## config.mk

```make
export PLATFORM = sky130hd
export DESIGN_NAME = writeback_pipe
export DESIGN_NICKNAME = d
export VERILOG_FILES = /design/src/rtl/rv32_pkg.sv /design/src/rtl/writeback_pipe_load_align.sv /design/src/rtl/writeback_pipe.sv
export SDC_FILE = /design/constraint.sdc
export NUM_CORES = 1
export LEC_CHECK = 0
export ABC_AREA = 1
export CORE_MARGIN = 10
export CORE_UTILIZATION = 52
export DETAILED_ROUTE_END_ITERATION = 6
export PLACE_DENSITY_LB_ADDON = 0.3
export SYNTH_ARGS = -nofsm -noshare
export SYNTH_HDL_FRONTEND = slang
export SYNTH_SLANG_ARGS = --single-unit
```

## constraint.sdc

```tcl
create_clock -name Clk_Core -period 4.6 [get_ports Clk_Core]
set_input_delay 0.46 -clock Clk_Core [delete_from_list [all_inputs] [get_ports Clk_Core]]
set_output_delay 0.46 -clock Clk_Core [all_outputs]
set_load 0.05 [all_outputs]
```

## src/rtl/rv32_pkg.sv

```systemverilog
// Shared RV32 definitions: write-back source select and load-type encodings.
package rv32_pkg;

  // Register-file write-back source
  typedef enum logic [1:0] {
    WB_ALU  = 2'b00,
    WB_LOAD = 2'b01,
    WB_PC4  = 2'b10,
    WB_MUL  = 2'b11
  } wb_sel_e;

  // Load type, taken straight from funct3
  localparam logic [2:0] LD_LB  = 3'b000;
  localparam logic [2:0] LD_LH  = 3'b001;
  localparam logic [2:0] LD_LW  = 3'b010;
  localparam logic [2:0] LD_LBU = 3'b100;
  localparam logic [2:0] LD_LHU = 3'b101;

endpackage

```

## src/rtl/writeback_pipe_load_align.sv

```systemverilog
// Combinational load alignment: picks the byte/halfword lane out of a raw
// memory word and sign- or zero-extends it. Kept separate so the store path
// can reuse the lane selection.
module load_align
  import rv32_pkg::*;
(
  input  logic [31:0] rdata,
  input  logic [1:0]  offset,
  input  logic [2:0]  op,
  output logic [31:0] data
);

  logic [7:0]  byte_lane;
  logic [15:0] half_lane;

  // Lane selection: byte by full offset, halfword by offset[1] only
  always_comb begin
    byte_lane = rdata[7:0];
    case (offset)
      2'd0: byte_lane = rdata[7:0];
      2'd1: byte_lane = rdata[15:8];
      2'd2: byte_lane = rdata[23:16];
      2'd3: byte_lane = rdata[31:24];
      default: byte_lane = rdata[7:0];
    endcase
    half_lane = offset[1] ? rdata[31:16] : rdata[15:0];
  end

  // Extension per load type; unknown encodings behave as a full-word load
  always_comb begin
    case (op)
      LD_LB:   data = {{24{byte_lane[7]}}, byte_lane};
      LD_LBU:  data = {24'h0, byte_lane};
      LD_LH:   data = {{16{half_lane[15]}}, half_lane};
      LD_LHU:  data = {16'h0, half_lane};
      default: data = rdata;
    endcase
  end

endmodule

```

## src/rtl/writeback_pipe.sv

```systemverilog
// Write-back stage: registers MEM-stage results, aligns load data, selects the
// write-back source, drives the register-file write port and counts retired
// instructions.
module writeback_pipe
  import rv32_pkg::*;
#(
  parameter int DWIDTH    = 32,
  parameter int CNT_WIDTH = 64
) (
  input  logic                 Clk_Core,
  input  logic                 Rst_Core_N,
  input  logic                 valid_di,
  input  logic                 flush_di,
  input  logic [4:0]           rd_addr_di,
  input  logic                 reg_wr_en_di,
  input  logic [1:0]           reg_wb_sel_di,
  input  logic [2:0]           lw_sw_op_di,
  input  logic [DWIDTH-1:0]    alu_result_di,
  input  logic [DWIDTH-1:0]    mem_rdata_di,
  input  logic [DWIDTH-1:0]    mul_result_di,
  input  logic [DWIDTH-1:0]    pc_plus_di,
  output logic [4:0]           wr_addr_1_do,
  output logic [DWIDTH-1:0]    wr_data_1_do,
  output logic                 reg_wr_en_do,
  output logic                 wb_valid_do,
  output logic [CNT_WIDTH-1:0] instret_do
);

  localparam logic [CNT_WIDTH-1:0] CNT_ONE = {{(CNT_WIDTH-1){1'b0}}, 1'b1};

  logic                 valid_q;
  logic [4:0]           rd_q;
  logic                 wr_en_q;
  wb_sel_e              sel_q;
  logic [2:0]           op_q;
  logic [DWIDTH-1:0]    alu_q;
  logic [DWIDTH-1:0]    mem_q;
  logic [DWIDTH-1:0]    mul_q;
  logic [DWIDTH-1:0]    pc_q;
  logic [CNT_WIDTH-1:0] instret_q;
  logic [DWIDTH-1:0]    load_data;
  logic [DWIDTH-1:0]    wb_data;

  // Stage register: a flush turns the captured entry into a bubble, payload always loads
  always_ff @(posedge Clk_Core or negedge Rst_Core_N) begin
    if (!Rst_Core_N) begin
      valid_q <= 1'b0;
      rd_q    <= 5'd0;
      wr_en_q <= 1'b0;
      sel_q   <= WB_ALU;
      op_q    <= 3'd0;
      alu_q   <= '0;
      mem_q   <= '0;
      mul_q   <= '0;
      pc_q    <= '0;
    end else begin
      valid_q <= valid_di & ~flush_di;
      rd_q    <= rd_addr_di;
      wr_en_q <= reg_wr_en_di;
      sel_q   <= wb_sel_e'(reg_wb_sel_di);
      op_q    <= lw_sw_op_di;
      alu_q   <= alu_result_di;
      mem_q   <= mem_rdata_di;
      mul_q   <= mul_result_di;
      pc_q    <= pc_plus_di;
    end
  end

  // Retired-instruction counter: one per edge with a valid entry in WB, wraps freely
  always_ff @(posedge Clk_Core or negedge Rst_Core_N) begin
    if (!Rst_Core_N) begin
      instret_q <= '0;
    end else if (valid_q) begin
      instret_q <= instret_q + CNT_ONE;
    end
  end

  load_align u_load_align (
    .rdata  (mem_q),
    .offset (alu_q[1:0]),
    .op     (op_q),
    .data   (load_data)
  );

  // Write-back source mux
  always_comb begin
    case (sel_q)
      WB_ALU:  wb_data = alu_q;
      WB_LOAD: wb_data = load_data;
      WB_PC4:  wb_data = pc_q;
      WB_MUL:  wb_data = mul_q;
      default: wb_data = alu_q;
    endcase
  end

  assign wr_addr_1_do = rd_q;
  assign wr_data_1_do = wb_data;
  assign reg_wr_en_do = valid_q & wr_en_q & (rd_q != 5'd0);
  assign wb_valid_do  = valid_q;
  assign instret_do   = instret_q;

endmodule
```

== Word-level counts from Yosys, hierarchy flattened ==
Index checks and enable logic that the tools add are counted.
Operators by class
  bitwise logic cells: 4
  divide/modulo/power cells: 0
  reductions and logical operators: 4
  multiplexer cells: 4
  multipliers: 0
  shift-type cells: 0
  magnitude comparators: 0
  equal/unequal tests: 9
  add/sub/neg operators: 1
Operators by type and width (count)
  32-bit case mux with 4 select lines: 2
  64-bit by 1-bit adder with 64-bit output, second input constant: 1
  8-bit case mux with 4 select lines: 1
  16-bit two-way mux: 1
  2-bit equality test, second input constant: 4
  3-bit equality test, second input constant: 2
  5-bit nonzero test: 1
  2-bit by 1-bit equality test with 1-bit output, second input constant: 2
  2-bit zero test: 2
  1-bit bitwise AND: 3
  3-bit by 1-bit equality test with 1-bit output, second input constant: 1
  3-bit zero test: 1
  1-bit NOT: 1
Word-level totals
  memories kept: 0
  flip-flop bits (word level): 204
  input bits: 143
  memory bits (read-only): 0
  bits in latches: 0
  RAM bits: 0
  word-level logic and storage cells: 32
  output and inout port bits: 103

== Longest topological paths before layout ==
Gate-level depths: netlist of run 1.
  word-level depth: 4
  gate-level depth with buffers: 11
  mapped depth without buffers: 11

== Modules after synthesis ==
From an unflattened synthesis of run 1, not the netlist that was laid out.
Second synthesis, totals
  cell total of the unflattened synthesis: 1032
  area total of the unflattened synthesis: 9170.0 µm²
By module, submodules not included
  writeback_pipe: cells an instance 862, area each 8246.7 µm², times used 1, sequential area each 5104.9 µm²
  load_align: cells an instance 170, area each 923.4 µm², times used 1, sequential area each 0.0 µm²

== Worst setup path after synthesis of run 1 ==
Ideal clock, no wire load.
  kind: reg-to-output
  from: reg alu_q[1]
  to: out wr_data_1_do[1]
  path buffers: 2
  path slack: 2.389 ns
  arrival time: 1.751 ns
  cell stages (with the launch flop): 7
  required time: 4.140 ns
  cell sequence: dfrtp_1 > buf_4 > clkbuf_1 > o22ai_1 > nand2_1 > nand3_1 > a22oi_1
On the way
  word-level cells in the longest chain between the ends: 4
  elaborated cells on any way between the ends: 8
  classes of those cells: eq/ne (3); mux (4); reduce/logical (1)
Ends and longest elaborated chain
  start: declaration: RTL line writeback_pipe.sv:36  | logic [DWIDTH-1:0] alu_q;
  start signal: assignment: RTL line writeback_pipe.sv:62  | alu_q <= alu_result_di;
  2-bit equality test, or another cell as far along: RTL line writeback_pipe_load_align.sv:19  | case (offset)
  8-bit case mux with 4 select lines: RTL line writeback_pipe_load_align.sv:19
  32-bit case mux with 4 select lines: RTL line writeback_pipe_load_align.sv:31  | case (op)
  32-bit case mux with 4 select lines (*): RTL line writeback_pipe.sv:87  | case (sel_q)
  end: declaration: RTL line writeback_pipe.sv:23  | output logic [DWIDTH-1:0] wr_data_1_do,
Mark *: on every way between the ends. The rest lies on a longest branch, timed or not.

== Worst setup path in the final report of run 1 ==
  from: reg op_q[1]
  to: out wr_data_1_do[4]
On the way
  word-level cells in the longest chain between the ends: 3
  elaborated cells on any way between the ends: 6
  classes of those cells: eq/ne (3); mux (2); reduce/logical (1)
Ends and longest elaborated chain
  start: declaration: RTL line writeback_pipe.sv:35  | logic [2:0] op_q;
  start signal: assignment: RTL line writeback_pipe.sv:61  | op_q <= lw_sw_op_di;
  3-bit equality test, or another cell as far along: RTL line writeback_pipe_load_align.sv:31
  32-bit case mux with 4 select lines (*): RTL line writeback_pipe_load_align.sv:31
  32-bit case mux with 4 select lines (*): RTL line writeback_pipe.sv:87
Marks and branches as above.

==> results of run 1 <==
state kept, by name, summed over array words and instances (netlist names):
| register | cells |
|---|---|
| wr_addr_1_do | 5 |
| wr_en_q | 1 |
| alu_q | 32 |
| instret_do | 64 |
| op_q | 3 |
| sel_q | 2 |
| mem_q | 32 |
| mul_q | 32 |
| wb_valid_do | 1 |
| pc_q | 32 |
per-stage QoR:
stage	setup slack (ns)	hold slack [ns]	cells
2_1_floorplan	2.39	0.164	1003
3_3_place_gp	1.42	0.488	1448
3_5_place_dp	1.38	0.490	1448
4_1_cts	0.823	0.146	1488
5_1_grt	0.639	0.186	1489
6_report	0.826	0.0925	1492
cell type report:
| class | instances | area [um^2] | share of cell area |
|---|---|---|---|
| timing repair buffer | 252 | 2760 | 0.219 |
| tap | 220 | 275 | 0.0219 |
| antenna | 4 | 10.0 | 0.000796 |
| multi-input combinational | 665 | 3300 | 0.262 |
| clock buffer | 32 | 629 | 0.0500 |
| sequential | 204 | 5110 | 0.406 |
| clock inverter | 8 | 96.3 | 0.00766 |
| inverter | 107 | 402 | 0.0319 |
worst max-delay path, delay by kind of cell, from the launching register on:
family | cells | cell delay [ns]
and+or+nand+nor | 3 | 0.70
AOI/OAI and AO/OA | 2 | 0.30
buffers and inverters | 3 | 1.44
DFF | 1 | 0.36
cells in the final DEF (no fill, tap or decap), types with 2 or more instances in the layout:
master,synthesis,layout
buf_12,0,25
xor2_1,19,19
dfrtp_1,204,203
nor2_2,15,16
nor4_1,2,2
a31oi_1,2,2
buf_4,2,7
clkbuf_16,0,23
nand3b_1,5,5
clkdlybuf4s50_1,0,219
o22ai_1,2,2
nand3_1,114,114
clkbuf_8,0,3
xnor2_1,23,23
nand3b_4,2,2
nand4_1,28,28
o211ai_1,9,9
nand3_2,5,5
diode_2,0,4
o21ai_1,3,3
and2_1,5,5
nor2_8,2,2
bufinv_16,0,2
clkbuf_1,18,7
a21oi_1,17,17
clkinv_2,0,4
nand2_1,254,254
o21ai_0,20,20
nor2_4,6,6
nand2_2,4,4
inv_1,105,105
nor3_1,15,15
inv_2,2,2
nor2_1,107,106
power groups by stage:
stage               clock (W)  sequential (W)  combinational (W)
global placement            0         0.00197           0.000744
finish                0.00177         0.00195           0.000755
global route          0.00189         0.00196           0.000801
CTS                   0.00180         0.00195           0.000761
detailed placement          0         0.00198           0.000756
floorplan                   0         0.00205           0.000280
path summary, 6_finish.rpt:
kind | from | end | slack [ns] | depth (start not counted)
max | op_q[1]$_DFF_PN0_ | wr_data_1_do[4] | 0.83 | 8
min | Rst_Core_N | alu_q[13]$_DFF_PN0_ | 0.09 | 1
max reg2reg | instret_do[0]$_DFFE_PN0P_ | instret_do[52]$_DFFE_PN0P_ | 2.59 | 10
min reg2reg | instret_do[63]$_DFFE_PN0P_ | instret_do[63]$_DFFE_PN0P_ | 0.50 | 2
max in group asynchronous | Rst_Core_N | sel_q[1]$_DFF_PN0_ | 3.45 | 2
min in group Clk_Core | pc_plus_di[8] | pc_q[8]$_DFF_PN0_ | 0.39 | 1
cells in the mapped netlist (2+ instances only):
cell type | n | area share
inv_2 | 2 | 0.00084
nand2_2 | 4 | 0.0028
nor2_4 | 6 | 0.0076
buf_4 | 2 | 0.0017
buf_2 | 6 | 0.0034
nand3b_1 | 5 | 0.0042
nand3b_4 | 2 | 0.0045
nor4_1 | 2 | 0.0014
o21ai_0 | 20 | 0.011
a21oi_1 | 17 | 0.0095
inv_1 | 105 | 0.044
nand3_1 | 114 | 0.064
dfrtp_1 | 204 | 0.57
nor2_8 | 2 | 0.0045
o22ai_1 | 2 | 0.0014
nor2_2 | 15 | 0.011
and2_1 | 5 | 0.0035
o21ai_1 | 3 | 0.0017
nand4_1 | 28 | 0.020
a31oi_1 | 2 | 0.0014
nand2_1 | 254 | 0.11
xnor2_1 | 23 | 0.023
o211ai_1 | 9 | 0.0076
nand3_2 | 5 | 0.0056
xor2_1 | 19 | 0.019
clkbuf_1 | 18 | 0.0076
nor2_1 | 107 | 0.045
nor3_1 | 15 | 0.0084
per-layer routing:
layer / GRT usage / vias to the layer above
li1: - / 3702
met1: 0.286 / 3729
met2: 0.422 / 339
met3: 0.0698 / 50
met4: 0.0626 / 6
met5: 0 / -
logic make-up (layout without fill, tap and decap cells):
family,Yosys count,in the layout,share of synthesized area
mux,1,1,0.00112
compound gates,54,54,0.0337
xor+xnor,42,42,0.0412
flops,204,204,0.572
simple gates,567,567,0.292
other cells,0,4,0
buf+inv,134,399,0.0581
fa+ha+maj,1,1,0.00140
==> results.toml, run 1 <==
[power]
switching_share = 0.270
power_frac_clock = 0.396
power.internal_w = 0.00326
switching_power_w = 0.00121
power.leakage_nw = 5.67
power.share.sequential = 0.435
vdd_drop_max_uv = 381
p_comb_frac = 0.169
finalPower_w = 0.00447
p_per_area_nw_per_um2 = 356

[grt]
grt_max_degree = 122
grt_pass1_wl_mm = 43.3
grt_usage = 0.242
grt_pass1_vias = 8055
overflow = 0
antenna_found_initial = 7

[timing]
worst_pin_slew_ns = 1.05
setup-violations-final = 0
max_freq_ghz = 0.265
slew_violations = 0
tns_ns = 0
post-route-period-util = 0.820
slew_headroom = 0.299
rsz0062_at_grt = "no"
min_period_ns = 3.77
finClkSkew_ns = 0.00498
hold_viol_final = 0

[cts]
cts_buffers = 22
cts.repair.resized = 0
clockBufferDepth = 3
cts_post_setup_buffers_inserted = 0
cts_tree = "done"
h-tree-depth = 1
ctsHoldBuffers = 0
insertion_delay_ns = 0.50
cts-root-buf = "clkbuf_16"
cts_sinks = 204
cts.clk_slew.worst_paths_ns = 0.06

[floorplan]
initial_utilization = 0.534
core_um2 = 16700
rows = 47
die_w_um = 151
fp.dieH_um = 151
die-area_um2 = 22800
io_pins = 246

[route]
wl_per_cell_um = 18.7
wl_met3_mm = 2.67
vias = 7826
met2_length_mm = 14.1
finalWirelength_mm = 28.0
dr.max_layer_used = "met5"
drc_errors = 0
met1_length_mm = 10.5
viasPerCell = 5.25
first_pass_iters = 5
drt_iter0_markers = 516
antenna_left = 0

[finish]
layout-drive-gt1-share = 0.0844
area_growth_pct = 41.0
final_util = 0.753
design_area_um2 = 12600
fillers = 1218
nets = 1396

[synth]
synth_ff_type = "dfrtp_1"
synth_cell_types = 35
async_flop_share = 1.00
syn_nets = 1147
yosys_warnings = 0
seq_area_frac_synth = 0.572
synth_cells = 1003
synth-edff-count = 0
syn_avg_cell_area_um2 = 8.90
syn_area_um2 = 8920
ys_ff_latch = 204

[placement]
hpwl_mm = 21.1
port_buffers = 245
placed_cell_area_um2 = 11800
gp_congestion = 0.928

[setup_path]
slowest_delay_ns = 0.72
worstPathCellList = "buf_4, inv_1, nand2_1, nand2_1, o211ai_1, o211ai_1, nand4_1, clkdlybuf4s50_1"
critPathLaunchType = "flip-flop"
path_class = "reg -> out"
end_kind = "output port"
slowest_stage = "clkdlybuf4s50_1"
path_max_fanout = 22
arrival_ns = 3.31
cp.required_ns = 4.14

[run]
cap_violations = 0

[hold_path]
hp-class = "in -> async"

[status]
status = "completed"
No activity file was read; power rests on OpenSTA's default activity.
==> run 2, diff against run 1 <==
Settings changed: CORE_UTILIZATION 52 to 48.
Clock period 4.6 ns to 3.6 ns, I/O delays scaled along.
==> run 2 against run 1 <==
  * The flow now finishes with violations (design-rule violations, negative hold slack)
  * Combinational power up 30%
  * Sequential power up 28%
  * Largest cell class unchanged
  * First-iteration DRC count unchanged
==> results.toml, run 2 (synthesized netlist as in run 1, its figures left out) <==
[cts]
cts_sinks = 204
cts_buffers = 22
cts.repair.resized = 0
cts_post_setup_buffers_inserted = 0
clockBufferDepth = 3
insertion_delay_ns = 0.51
cts-root-buf = "clkbuf_16"
cts.clk_slew.worst_paths_ns = 0.06
ctsHoldBuffers = 0
h-tree-depth = 1
cts_tree = "done"

[hold_path]
hp-class = "in -> async"

[timing]
max_freq_ghz = 0.327
post-route-period-util = 0.851
worst_pin_slew_ns = 0.979
hold_ws_ns = -0.0110
slew_violations = 0
setup-violations-final = 0
finClkSkew_ns = 0.0133
worst_slack_ns = 0.538
rsz0062_at_grt = "no"
hold_viol_final = 1
min_period_ns = 3.06
slew_headroom = 0.347
tns_ns = 0

[route]
first_pass_iters = 7
drt_iter0_markers = 516
drc_errors = 3
viasPerCell = 5.21
antenna_left = 0
vias = 7824
wl_per_cell_um = 18.7
finalWirelength_mm = 28.1

[grt]
grt_max_degree = 120
antenna_found_initial = 5
overflow = 0
grt_pass1_vias = 7750
grt_usage = 0.226
grt_pass1_wl_mm = 43.5

[finish]
layout_common_cells = "nand2_1, clkdlybuf4s50_1, dfrtp_1"
final_common_cell = "nand2_1"
design_area_um2 = 12700
largest_register_ffs = 64
area_growth_pct = 42.5
layout-drive-gt1-share = 0.0929
nets = 1398

[placement]
port_buffers = 245
placed_cell_area_um2 = 12000
hpwl_mm = 21.2
dpl_worst_slack_ns = 1.11
gp_congestion = 0.979

[floorplan]
core_um2 = 18100
fp.dieH_um = 156
die-area_um2 = 24400
die_w_um = 156
io_pins = 246
initial_utilization = 0.492
rows = 49

[setup_path]
path_max_fanout = 20
critPathLaunch = "alu_q[1]$_DFF_PN0_"
r2r-start = "instret_do[0]$_DFFE_PN0P_"
cp.required_ns = 3.24
end_kind = "output port"
critPathLaunchType = "flip-flop"
crit_end = "wr_data_1_do[29]"
r2r_slack_ns = 1.72
path_class = "reg -> out"
arrival_ns = 2.70
reg2reg_depth = 10
timing.rr.end = "instret_do[52]$_DFFE_PN0P_"

[status]
status = "complete, but fails checks"
violations = "design-rule violations, negative hold slack"

[run]
cap_violations = 0

[power]
vdd_drop_max_uv = 477
finalPower_w = 0.00577
power.leakage_nw = 5.74
p_per_area_nw_per_um2 = 454
-- run 2: critical path, cell delays in order (launching register included) --
cell and delay, ns:
dfrtp_1 0.72, inv_1 0.14, nand2_1 0.09, nand2_1 0.08
o21ai_1 0.13, inv_1 0.09, nand2_4 0.12, nand3_2 0.32
nand2_1 0.18, nand3_1 0.14, buf_12 0.18
-- run 2: how the worst min path moves through the flow --
stage                                     startpoint                    endpoint  slack (ns)  cells past startpoint
after floorplan                           Rst_Core_N          alu_q[0]$_DFF_PN0_        0.06                      0
after global placement    instret_do[63]$_DFFE_PN0P_  instret_do[63]$_DFFE_PN0P_        0.48                      2
after detailed placement  instret_do[63]$_DFFE_PN0P_  instret_do[63]$_DFFE_PN0P_        0.48                      2
after CTS                                 Rst_Core_N         mem_q[10]$_DFF_PN0_        0.04                      1
after global routing                      Rst_Core_N         mem_q[18]$_DFF_PN0_        0.08                      1
final                                     Rst_Core_N           pc_q[7]$_DFF_PN0_       -0.01                      1
-- run 2: where the power goes --
| part | switching [W] | internal (W) | total [W] |
|---|---|---|---|
| registers | 0.0000830 | 0.00240 | 0.00249 |
| logic | 0.000552 | 0.000430 | 0.000982 |
| clock network | 0.000911 | 0.00140 | 0.00231 |
| total | 0.00155 | 0.00423 | 0.00577 |
-- run 2: per-stage QoR --
stage | std cells | utilization
after floorplan | 1003 | -
after global placement | 1459 | 0.659
after detailed placement | 1459 | 0.659
after CTS | 1499 | 0.700
after global routing | 1500 | 0.700
final | 1502 | 0.701
-- run 2: cell type report --
class,count,area [um^2]
Antenna cell,3,7.51
Clock buffer,32,649
Clock inverter,8,93.8
Fill cell,1393,5430
Inverter,107,402
Multi-Input combinational cell,665,3300
Sequential cell,204,5110
Tap cell,229,287
Timing Repair Buffer,254,2870
-- run 2: metal layers --
metal / global-route usage / routed length (um) / vias up
met4: 0.0481 / 430 / 2
met2: 0.385 / 14000 / 320
met3: 0.0644 / 2710 / 45
met5: 0 / 13 / -
met1: 0.281 / 10900 / 3748
li1: - / - / 3709
==> run 3, diff against run 2 <==
Settings changed: CAP_MARGIN from default to 10, CTS_CLUSTER_SIZE from default to 30, GPL_TIMING_DRIVEN from default to 0.
==> run 3 against run 2 <==
  * Highest routed layer unchanged
  * The run now ends clean
  * Via count is 1.6% higher
  * Register-to-register slack worse by 0.06 ns
  * First-iteration DRC count increased by 6.0%
==> results.toml, run 3 (synthesized netlist as in run 1, its figures left out) <==
[power]
power.leakage_nw = 5.86
power.share.sequential = 0.411
p_comb_frac = 0.150
power.internal_w = 0.00442
power_frac_clock = 0.439
switching_power_w = 0.00160
vdd_drop_max_uv = 702
switching_share = 0.266
finalPower_w = 0.00602
p_per_area_nw_per_um2 = 477

[timing]
tns_ns = 0
worst_pin_slew_ns = 0.699
slew_headroom = 0.534
hold_ws_ns = 0.285
max_freq_ghz = 0.290
hold_viol_final = 0
post-route-period-util = 0.958
finClkSkew_ns = 0.0115
rsz0062_at_grt = "no"
worst_slack_ns = 0.153
setup-violations-final = 0
min_period_ns = 3.45
slew_violations = 0

[route]
drc_errors = 0
antenna_left = 0
finalWirelength_mm = 29.0
drt_iter0_markers = 547
wl_per_cell_um = 19.0
vias = 7952
viasPerCell = 5.22
first_pass_iters = 5

[setup_path]
arrival_ns = 3.09
crit_buf_inv = 5
path_class = "reg -> out"
cp_top_family = "buffers and inverters"
end_kind = "output port"
critPathLaunchType = "flip-flop"
path_max_fanout = 10
slowest_delay_ns = 0.80
slowest_stage = "clkdlybuf4s50_1"
cp.required_ns = 3.24
worstPathCellList = "buf_2, inv_1, nor2_2, inv_1, buf_2, nor2_1, nand2_1, nand3_1, clkdlybuf4s50_1"

[grt]
overflow = 0
grt_max_degree = 113
grt_pass1_vias = 8236
antenna_found_initial = 2
grt_usage = 0.235
grt_pass1_wl_mm = 45.0

[floorplan]
io_pins = 246
die-area_um2 = 24400
core_um2 = 18100
fp.dieH_um = 156
die_w_um = 156
rows = 49
initial_utilization = 0.492

[cts]
cts_buffers = 24
insertion_delay_ns = 0.51
cts_tree = "done"
cts_sinks = 204
cts-root-buf = "clkbuf_16"
cts.clk_slew.worst_paths_ns = 0.06
cts_post_setup_buffers_inserted = 0
h-tree-depth = 1
clockBufferDepth = 3

[finish]
fillers = 1417
layout_common_cells = "nand2_1, clkdlybuf4s50_1, dfrtp_1"
final_common_cell = "nand2_1"
area_growth_pct = 41.5
layout-drive-gt1-share = 0.0712
largest_register_ffs = 64
final_util = 0.696
nets = 1420

[hold_path]
hp-class = "in -> reg"

[placement]
dpl_worst_slack_ns = 0.575
port_buffers = 245
gp_congestion = 0.962
hpwl_mm = 21.7

[status]
status = "completed"

[run]
cap_violations = 0
-- run 3: changes by cell type in the layout (fill, tap and decap cells not counted), moves of 5 or more --
cell,previous run,this run
clkdlybuf4s50_1,212,225
dlymetal6s2s_1,0,18
clkbuf_1,5,18
buf_2,0,6
buf_12,34,0
buf_4,7,2
-- run 3: layout make-up --
| type | count | area, um^2 | area share |
|---|---|---|---|
| Multi-Input combinational cell | 665 | 3300 | 0.261 |
| Timing Repair Buffer | 247 | 2540 | 0.201 |
| Clock inverter | 15 | 216 | 0.0171 |
| Buffer | 27 | 118 | 0.00932 |
| Antenna cell | 1 | 2.50 | 0.000198 |
| Tap cell | 229 | 287 | 0.0227 |
| Sequential cell | 204 | 5100 | 0.404 |
| Clock buffer | 28 | 657 | 0.0520 |
| Inverter | 107 | 402 | 0.0318 |
-- run 3: path summary, 6_finish.rpt --
check                      depth (start not counted)                    endpoint                       start  slack (ns)
max in group asynchronous                          3  instret_do[45]$_DFFE_PN0P_                  Rst_Core_N        2.16
setup reg to reg                                  10  instret_do[52]$_DFFE_PN0P_   instret_do[0]$_DFFE_PN0P_        1.66
setup / recovery                                   9            wr_data_1_do[31]          sel_q[0]$_DFF_PN0_        0.15
min in group asynchronous                          2           pc_q[7]$_DFF_PN0_                  Rst_Core_N        0.47
hold reg to reg                                    2  instret_do[63]$_DFFE_PN0P_  instret_do[63]$_DFFE_PN0P_        0.49
hold / removal                                     1         mul_q[20]$_DFF_PN0_           mul_result_di[20]        0.28
-- run 3: power groups by stage --
| stage | clock, W | sequential [W] | combinational [W] |
|---|---|---|---|
| after global routing | 0.00279 | 0.00249 | 0.000973 |
| after CTS | 0.00269 | 0.00247 | 0.000911 |
| after floorplan | 0 | 0.00261 | 0.000358 |
| final | 0.00264 | 0.00247 | 0.000902 |
| after detailed placement | 0 | 0.00251 | 0.000901 |
| after global placement | 0 | 0.00251 | 0.000884 |
-- run 3: metrics by stage --
| step | std cells | area, um^2 |
|---|---|---|
| after CTS | 1522 | 12600 |
| after global routing | 1523 | 12600 |
| final | 1523 | 12600 |
| after global placement | 1477 | 11700 |
| after floorplan | 1003 | 8920 |
| after detailed placement | 1478 | 11700 |
-- run 3: worst register-to-register path, stage by stage (launching register included) --
cell     delay (ns)
dfrtp_1        0.44
ha_1           0.20
inv_1          0.07
nor2_2         0.16
nand2_2        0.12
nor2_8         0.21
nand3_1        0.15
nor2_1         0.23
nand3_1        0.12
nand2_1        0.09
nand2_1        0.05
-- run 3: repair_timing --
action                                  4_1_cts  5_1_grt
gates resized for setup                       1       20
pin swaps                                     0        0
endpoints found under the hold margin        92        0
endpoints found under the setup margin        1       20
hold buffers                                  1        0
-- run 3: layer usage --
| metal | share of wire | track usage | wire length (um) |
|---|---|---|---|
| met3 | 0.093 | 0.0713 | 2700 |
| met4 | 0.033 | 0.0751 | 957 |
| met1 | 0.38 | 0.272 | 10900 |
| met5 | 0.00045 | 0 | 13 |
| met2 | 0.50 | 0.407 | 14300 |
